File: config.mk
export PLATFORM = sky130hd
export DESIGN_NAME = cpu_regs_sb
export DESIGN_NICKNAME = d
export VERILOG_FILES = /design/src/rtl/cpu_regs_sb.sv
export SDC_FILE = /design/constraint.sdc
export NUM_CORES = 2
export LEC_CHECK = 0
export BUFFER_PORTS_ARGS = -buffer_cell sky130_fd_sc_hd__buf_4
export CAP_MARGIN = 20
export CORE_ASPECT_RATIO = 0.8
export CORE_MARGIN = 2
export CORE_UTILIZATION = 55
export DETAILED_ROUTE_END_ITERATION = 10
export PLACE_DENSITY = 0.71
export SETUP_SLACK_MARGIN = 0.15
export SLEW_MARGIN = 20
export SYNTH_ARGS = -nofsm -noshare
export SYNTH_HDL_FRONTEND = slang
export SYNTH_SLANG_ARGS = --single-unit
File: constraint.sdc
create_clock -name clk -period 4.21 [get_ports clk]
set_input_delay 0.421 -clock clk [delete_from_list [all_inputs] [get_ports clk]]
set_output_delay 0.421 -clock clk [all_outputs]
set_load 0.03 [all_outputs]
File: src/rtl/cpu_regs_sb.sv
// cpu_regs_sb -- multi-read-port register file with a busy-bit scoreboard.
//
// Sits between decode and writeback. Decode reads operands through NREAD
// registered read ports and reserves its destination (issue). Writeback
// commits data and releases the reservation. Read data and busy flags are
// registered, so this block is one pipeline stage and honours
// stall_pipeline.
//
// Build option:
//   CPU_REGS_BYPASS_EN  when defined, a read that samples on the same edge as
//                       a matching writeback returns the written data and the
//                       post-update busy bit. When undefined, that read
//                       returns the pre-edge contents.
//
// Ports:
//   clk, rst         clock; synchronous active-high reset
//   stall_pipeline   freezes the read stage and issue reservation
//   ra   [NREAD*AW]  read addresses, port i at ra[i*AW +: AW]
//   q    [NREAD*W]   registered read data, port i at q[i*WIDTH +: WIDTH]
//   q_busy [NREAD]   registered busy flag per read port
//   hazard           OR of q_busy
//   issue_v/issue_rd reserve a destination register
//   wb_v/wb_rd/d     writeback
//   busy_cnt [AW+1]  number of busy registers
//
// Register 0 reads as zero, is never busy, and ignores writes and issues.

// One registered read port. The forwarding path is gated by fwd_en, which
// the top ties to the build option, so the unused path folds away.
module cpu_regs_sb_rport #(
  parameter int WIDTH = 32,
  parameter int NREGS = 32,
  parameter int AW    = 5
) (
  input  logic                        clk,
  input  logic                        rst,
  input  logic                        stall_pipeline,
  input  logic [AW-1:0]               ra,
  input  logic [NREGS-1:0][WIDTH-1:0] regs,
  input  logic [NREGS-1:0]            busy_cur,
  input  logic [NREGS-1:0]            busy_nxt,
  input  logic                        fwd_en,
  input  logic [AW-1:0]               wb_rd,
  input  logic [WIDTH-1:0]            d,
  output logic [WIDTH-1:0]            q,
  output logic                        q_busy
);

  logic [WIDTH-1:0] rd_val;
  logic             rd_busy;

  always_comb begin
    rd_val  = regs[ra];
    rd_busy = busy_cur[ra];
    // fwd_en already excludes register 0, so no ra==0 check is needed here.
    if (fwd_en && (wb_rd == ra)) begin
      rd_val  = d;
      rd_busy = busy_nxt[ra];
    end
  end

  always_ff @(posedge clk) begin
    if (rst) begin
      q      <= '0;
      q_busy <= 1'b0;
    end else if (!stall_pipeline) begin
      q      <= rd_val;
      q_busy <= rd_busy;
    end
  end

endmodule

module cpu_regs_sb #(
  parameter int WIDTH = 32,
  parameter int NREGS = 32,
  parameter int NREAD = 2,
  parameter int AW    = $clog2(NREGS)
) (
  input  logic                   clk,
  input  logic                   rst,
  input  logic                   stall_pipeline,
  input  logic [NREAD*AW-1:0]    ra,
  output logic [NREAD*WIDTH-1:0] q,
  output logic [NREAD-1:0]       q_busy,
  output logic                   hazard,
  input  logic                   issue_v,
  input  logic [AW-1:0]          issue_rd,
  input  logic                   wb_v,
  input  logic [AW-1:0]          wb_rd,
  input  logic [WIDTH-1:0]       d,
  output logic [AW:0]            busy_cnt
);

`ifdef CPU_REGS_BYPASS_EN
  localparam bit BYPASS = 1'b1;
`else
  localparam bit BYPASS = 1'b0;
`endif

  logic [NREGS-1:0][WIDTH-1:0] regs;
  logic [NREGS-1:0]            busy;
  logic [NREGS-1:0]            busy_nxt;
  logic                        wb_en;
  logic                        issue_en;
  logic                        fwd_en;
  logic                        cnt_inc;
  logic                        cnt_dec;

  assign wb_en    = wb_v && (wb_rd != '0);
  assign issue_en = issue_v && !stall_pipeline && (issue_rd != '0);
  assign fwd_en   = BYPASS && wb_en;

  // Issue is applied after writeback so a same-register pair leaves the
  // newer reservation in place.
  always_comb begin
    busy_nxt = busy;
    if (wb_en)    busy_nxt[wb_rd]    = 1'b0;
    if (issue_en) busy_nxt[issue_rd] = 1'b1;
  end

  // Incremental popcount: at most one bit sets and one clears per cycle.
  // A writeback that collides with a same-register issue never decrements.
  assign cnt_inc = issue_en && !busy[issue_rd];
  assign cnt_dec = wb_en && busy[wb_rd] && !(issue_en && (issue_rd == wb_rd));

  always_ff @(posedge clk) begin
    if (rst) begin
      regs     <= '0;
      busy     <= '0;
      busy_cnt <= '0;
    end else begin
      if (wb_en) regs[wb_rd] <= d;
      busy <= busy_nxt;
      case ({cnt_inc, cnt_dec})
        2'b10:   busy_cnt <= busy_cnt + 1'b1;
        2'b01:   busy_cnt <= busy_cnt - 1'b1;
        default: busy_cnt <= busy_cnt;
      endcase
    end
  end

  for (genvar i = 0; i < NREAD; i++) begin : g_rd
    cpu_regs_sb_rport #(
      .WIDTH (WIDTH),
      .NREGS (NREGS),
      .AW    (AW)
    ) u_rport (
      .clk            (clk),
      .rst            (rst),
      .stall_pipeline (stall_pipeline),
      .ra             (ra[i*AW +: AW]),
      .regs           (regs),
      .busy_cur       (busy),
      .busy_nxt       (busy_nxt),
      .fwd_en         (fwd_en),
      .wb_rd          (wb_rd),
      .d              (d),
      .q              (q[i*WIDTH +: WIDTH]),
      .q_busy         (q_busy[i])
    );
  end

  assign hazard = |q_busy;

endmodule

=== Yosys cells after proc, flatten, opt, wreduce, memory -nomap -nowiden ===
Cells that the tools add are included.

* Logic and storage cells: 90
* Bits in registers: 1128
* Output and inout bits: 73
* Input bits: 57

* Add/subtract/negate cells: 2
* Order comparisons: 6
* Reductions and logical operators: 16
* Muxes and demuxes: 22
* Bitwise operators: 3
* Eq/ne operators: 3

{| class="wikitable"
|+ Operators with widths
! cell !! number
|-
| $bwmux W1024 || 1
|-
| $bmux W32 S5 || 2
|-
| $demux W32 S5 || 1
|-
| $mux W32 || 5
|-
| $and A32 B32 Y32 || 1
|-
| $not A32 Y32 || 1
|-
| $or A32 B32 Y32 || 1
|-
| $lt A5 B6 Y1 const B || 4
|-
| $bmux W1 S5 || 4
|-
| $pmux W6 S2 || 1
|-
| $demux W1 S5 || 2
|-
| $ge A5 B1 Y1 const B || 2
|-
| $reduce_bool A5 Y1 || 2
|-
| $logic_and A1 B1 Y1 || 9
|-
| $add A6 B1 Y6 const B || 1
|-
| $mux W1 || 6
|-
| $sub A6 B1 Y6 const B || 1
|-
| $eq A5 B5 Y1 || 1
|-
| $logic_not A1 Y1 || 3
|-
| $eq A2 B1 Y1 const B || 1
|-
| $eq A2 B2 Y1 const B || 1
|-
| $reduce_bool A2 Y1 || 1
|-
| $reduce_or A2 Y1 || 1
|}

=== Depth between registers and ports, before layout ===
* Depth in word-level cells: 9
* Mapped depth: 15
* Depth with buffers taken out: 13

=== Modules after synthesis ===
From an unflattened synthesis, not the netlist that was laid out.

* Cell total of the unflattened synthesis: 6296
* Area total of the unflattened synthesis: 57940.6 µm²

{| class="wikitable"
|+ Modules (own cells, without submodules)
! module !! seq. area each (µm²) !! area each (µm²) !! cells each !! instances
|-
| cpu_regs_sb || 21260.4 || 37385.9 || 4760 || 1
|-
| cpu_regs_sb_rport || 660.6 || 10277.4 || 768 || 2
|}

=== Worst setup path before layout ===
Ideal clock, no wire load.

* Kind: input-to-reg
* From: input port wb_rd[0]
* To: register busy_cnt[4]
* Path buffers: 1
* Data arrival time: 3126 ps
* Setup slack: 1013 ps
* Library setup time: 70 ps
* Stages on the path: 12
* Data required time: 4140 ps
* Path through: buf_2 mux4_2 a22oi_1 nand2_1 o21a_1 ha_1 ha_1 nor2b_1 o21a_1 o21ai_0 or3b_2 a21oi_1

* Longest elaborated chain between the ends: 6
* Elaborated cells on any way between the ends: 13
* Classes of those cells: eq/ne: 3; mux: 3; reduce/logical: 7

{| class="wikitable"
|+ Ends and longest elaborated chain
! item !! line !! RTL
|-
| start, declared || 90 || <nowiki>input logic [AW-1:0] wb_rd,</nowiki>
|-
| $bmux W1 S5, or another cell as far along || 125 || <nowiki>assign cnt_dec = wb_en && busy[wb_rd] && !(issue_en && (issue_rd == wb_rd));</nowiki>
|-
| $mux W1 (implied by the code), or another cell as far along || 125 ||
|-
| $logic_and A1 B1 Y1 / $logic_not A1 Y1 (equally long branches) || 125 ||
|-
| $logic_and A1 B1 Y1 * || 125 ||
|-
| $eq A2 B1 Y1 / $eq A2 B2 Y1 (equally long branches) || 135 || <nowiki>case ({cnt_inc, cnt_dec})</nowiki>
|-
| $pmux W6 S2 / $reduce_bool A2 Y1 (equally long branches) || - ||
|-
| end signal, assigned || 136 || <nowiki>2'b10: busy_cnt <= busy_cnt + 1'b1;</nowiki>
|-
| end signal, assigned || 137 || <nowiki>2'b01: busy_cnt <= busy_cnt - 1'b1;</nowiki>
|-
| end signal, assigned || 138 || <nowiki>default: busy_cnt <= busy_cnt;</nowiki>
|-
| end, declared || 92 || <nowiki>output logic [AW:0] busy_cnt</nowiki>
|}

Every way passes the cells marked *; elsewhere a longest branch is shown, timed or not. The select of a mux whose other input is x is not followed.
A chain may end at the register's enable or synchronous reset.

=== Final worst setup path ===
* From: register busy[19]
* To: register busy_cnt[5]

* Longest elaborated chain between the ends: 6
* Elaborated cells on any way between the ends: 12
* Classes of those cells: eq/ne: 2; mux: 5; reduce/logical: 5

{| class="wikitable"
|+ Ends and longest elaborated chain
! item !! line !! RTL
|-
| start, declared || 102 || <nowiki>logic [NREGS-1:0] busy;</nowiki>
|-
| start signal, assigned || 134 || <nowiki>busy <= busy_nxt;</nowiki>
|-
| $bmux W1 S5, on equally long branches || 125, 124 ||
|-
| $mux W1, on equally long branches || 125, 124 ||
|-
| $logic_and A1 B1 Y1 / $logic_not A1 Y1 (equally long branches) || 125, 124 ||
|-
| $logic_and A1 B1 Y1, on equally long branches || 125, 124 ||
|-
| $eq A2 B1 Y1 / $eq A2 B2 Y1 (equally long branches) || 135 ||
|-
| $pmux W6 S2 / $reduce_bool A2 Y1 (equally long branches) || - ||
|}

Parallel ways exist; a longest one is shown, timed or not. The select of a mux whose other input is x is not followed.

==> flow_metrics.py <==
metrics = {
    "setup_path": {
        "slowest_stage": "mux4_2",
        "crit_fanout": 6,
        "slowest_delay_ps": 480,
        "endpoint": "busy_cnt[5]",
        "worst-path-stages": 11,
        "r2r_slack_ps": 1060,
        "critPathCaptureType": "register",
        "critical_path.cell_chain": "mux4_2 > mux2i_1 > o32a_1 > nand4_1 > ha_1 > ha_1 > a21o_1 > a31oi_1 > mux2_2 > a31o_1 > a21oi_1",
        "r2r_cells": 11,
        "worst_setup_path_start_kind": "register",
        "cp_data_arrival_time_ps": 3800,
        "worstPathRequired_ps": 4850,
        "critPathKind": "reg2reg",
        "cp_common_cell": "ha_1",
        "r2r-start": "busy[19]",
        "cp_num_buf_inv": 0,
        "crit_start": "busy[19]",
        "r2r-end": "busy_cnt[5]",
        "cpLargestDelayFamily": "multiplexers",
    },
    "yosys": {
        "syn_area_sq_um": 57400,
        "ys_warn_count": 0,
        "yosysMostFrequentCell": "nand2_1",
        "ys.flop_type": "dfxtp_1",
        "ys_seq_elements": 1128,
        "yosysTopAreaCell": "dfxtp_1",
        "synth_commonest_cells": "nand2_1 (2290), dfxtp_1 (1128), a21oi_1 (1075)",
        "syn_nets": 6735,
        "synth_cells": 6672,
        "synth_area_leaders": "dfxtp_1 (39%), nand2_1 (15%), mux4_2 (13%), a21oi_1 (9.4%), mux2i_1 (6.0%)",
        "synthDistinctLibCells": 56,
        "async_reset_ff_frac": 0,
        "synth.avg_cell_area_sq_um": 8.60,
        "synth_top_area_frac": 0.393,
        "synth-seq-area-share": 0.393,
        "synth_edf_count": 0,
    },
    "timing": {
        "relSlewSlack": 0.181,
        "period_share": 0.749,
        "period_minus_slack_ps": 3150,
        "worstMarginPinSlew_ps": 1220,
        "tns_ps": 0,
        "rsz0062_at_grt": "no",
        "fmax_ghz": 0.317,
        "slew_viol_final": 0,
        "clock_skew_ps": 26.5,
        "hold_viol": 0,
        "setup_violations": 0,
    },
    "hold_path": {
        "hold_depth": 3,
        "hp-class": "in2reg",
    },
    "finish": {
        "syn2layout_area_growth_pct": 8.37,
        "drive_gt1_frac": 0.156,
        "nNetsFinal": 6468,
        "multiInputGateArea_sq_um": 31800,
        "regArea_sq_um": 22600,
        "nFillCells": 8812,
    },
    "clocking": {
        "cts_tree": "built",
        "ctsResizeCount": 0,
        "cts_hold_buf": 0,
        "clock_sinks": 1128,
        "worstSkewPairLatency_ps": 740,
        "cts-root-buf": "clkbuf_16",
        "clk_pin_slew_ps": 70,
        "clock_path_buffers": 3,
        "cts_made_buffers": 109,
        "htreeDepth": 3,
        "post_cts_buffers": 0,
    },
    "global_route": {
        "gr-total-overflow": 0,
        "grt_pass1_wl_um": 313000,
        "grt_util_all_layers": 0.388,
        "grt_antenna_before_repair": 1,
        "grt_pass1_vias": 49160,
        "grt_max_degree": 216,
    },
    "pwr": {
        "switching_share": 0.268,
        "finalPower_w": 0.0236,
        "p_seq_frac": 0.464,
        "clock_power_share": 0.433,
        "p_switching_w": 0.00634,
        "powerDensity_nw_per_um2": 380,
        "leakagePower_nw": 20.9,
        "peakVddDrop_mv": 0.306,
        "power_frac_comb": 0.104,
        "p_int_w": 0.0173,
    },
    "placed_design": {
        "gp_congestion": 0.951,
        "io_buffers": 129,
        "dp_hpwl_um": 122000,
    },
    "die": {
        "io_pins": 130,
        "num_rows": 105,
        "die_area_sq_um": 107000,
        "die_y_um": 293,
        "die_x_um": 365,
        "start_util": 0.557,
        "core_sq_um": 103000,
    },
    "routing": {
        "ant_nets": 0,
        "vias_per_cell": 6.62,
        "drtPass1Iterations": 8,
        "drt-initial-drc-count": 7550,
        "wl_um": 212000,
        "wl_per_cell_um": 26.8,
        "drc": 0,
        "via_count": 52199,
    },
    "status": {
        "status": "complete, no violations",
    },
    "run": {
        "maxCapViolCount": 0,
    },
}
flip-flops by register name (all words and copies together) (netlist names):
| signal | count |
|---|---|
| busy | 32 |
| busy_cnt | 6 |
| g_rd.u_rport.q | 64 |
| g_rd.u_rport.q_busy | 2 |
| regs | 1024 |
kinds of logic (layout without fill, tap and decap cells):
kind of cell	after synthesis	after routing	synth area share
simple gates	2596	2596	0.182
buf+inv	663	487	0.0575
fa+ha+maj	6	6	0.00144
compound gates	1456	1456	0.145
flops	1128	1128	0.393
xor+xnor	7	7	0.00107
other cells	0	1	0
mux	816	816	0.219
stage by stage:
stage / worst slack, ps / utilization / hold slack, ps / cells / area (sq um)
3_5_place_dp: 646 / 0.568 / 456 / 7683 / 58500
3_3_place_gp: 575 / 0.568 / 448 / 7682 / 58500
4_1_cts: 1090 / 0.604 / 93.0 / 7885 / 62200
2_1_floorplan: 1010 / - / 442 / 6672 / 57400
5_1_grt: 886 / 0.604 / 114 / 7887 / 62200
6_report: 1060 / 0.604 / 112 / 7888 / 62200
layout make-up:
cell class | instances | share of cell area
sequential | 1128 | 0.363
multi-input combinational | 4881 | 0.512
clock buffer | 163 | 0.0520
antenna | 1 | 0.0000402
tap | 1391 | 0.0280
inverter | 14 | 0.000845
clock inverter | 39 | 0.00658
timing repair buffer | 271 | 0.0380
worst min-delay path by stage:
stage          startpoint                    end
2_1_floorplan   regs[704]              regs[704]
3_3_place_gp     regs[61]               regs[61]
3_5_place_dp    regs[240]              regs[240]
4_1_cts             ra[8]  g_rd[1].u_rport.q[10]
5_1_grt             ra[8]  g_rd[1].u_rport.q[31]
6_report            d[16]              regs[720]
metal layers:
metal,track usage,wire length [um],vias up
met5,0,12,-
met4,0.200,12700,2
met3,0.105,31100,639
met2,0.563,88700,3774
met1,0.529,79300,25047
li1,-,-,22737
cells in the final DEF (no fill, tap or decap), drive strengths merged, types with 7 or more instances in the layout:
| master | instances |
|---|---|
| nor3 | 11 |
| nand2 | 2290 |
| clkbuf | 165 |
| nor2b | 41 |
| o22ai | 70 |
| a21oi | 1075 |
| nand2b | 65 |
| buf | 269 |
| mux2 | 134 |
| dfxtp | 1128 |
| a31oi | 69 |
| mux2i | 342 |
| nand3 | 8 |
| clkinv | 25 |
| a32o | 66 |
| mux4 | 340 |
| inv | 19 |
| o2111ai | 66 |
| bufinv | 7 |
| nand4 | 66 |
| a22oi | 96 |
| nor2 | 83 |
power by group through the flow:
stage                     logic (W)  registers [W]  clock network (W)
after CTS                   0.00236         0.0109             0.0102
after global placement      0.00233         0.0112                  0
after floorplan             0.00142         0.0113                  0
final                       0.00244         0.0110             0.0102
after global routing        0.00250         0.0110             0.0106
after detailed placement    0.00235         0.0112                  0
worst min-delay path: cells and delay by family:
kind,cells,cell delay (ps)
compound gates,1,50
simple gates,1,100
buf+inv,1,230
(Power assumes the default switching activity.)
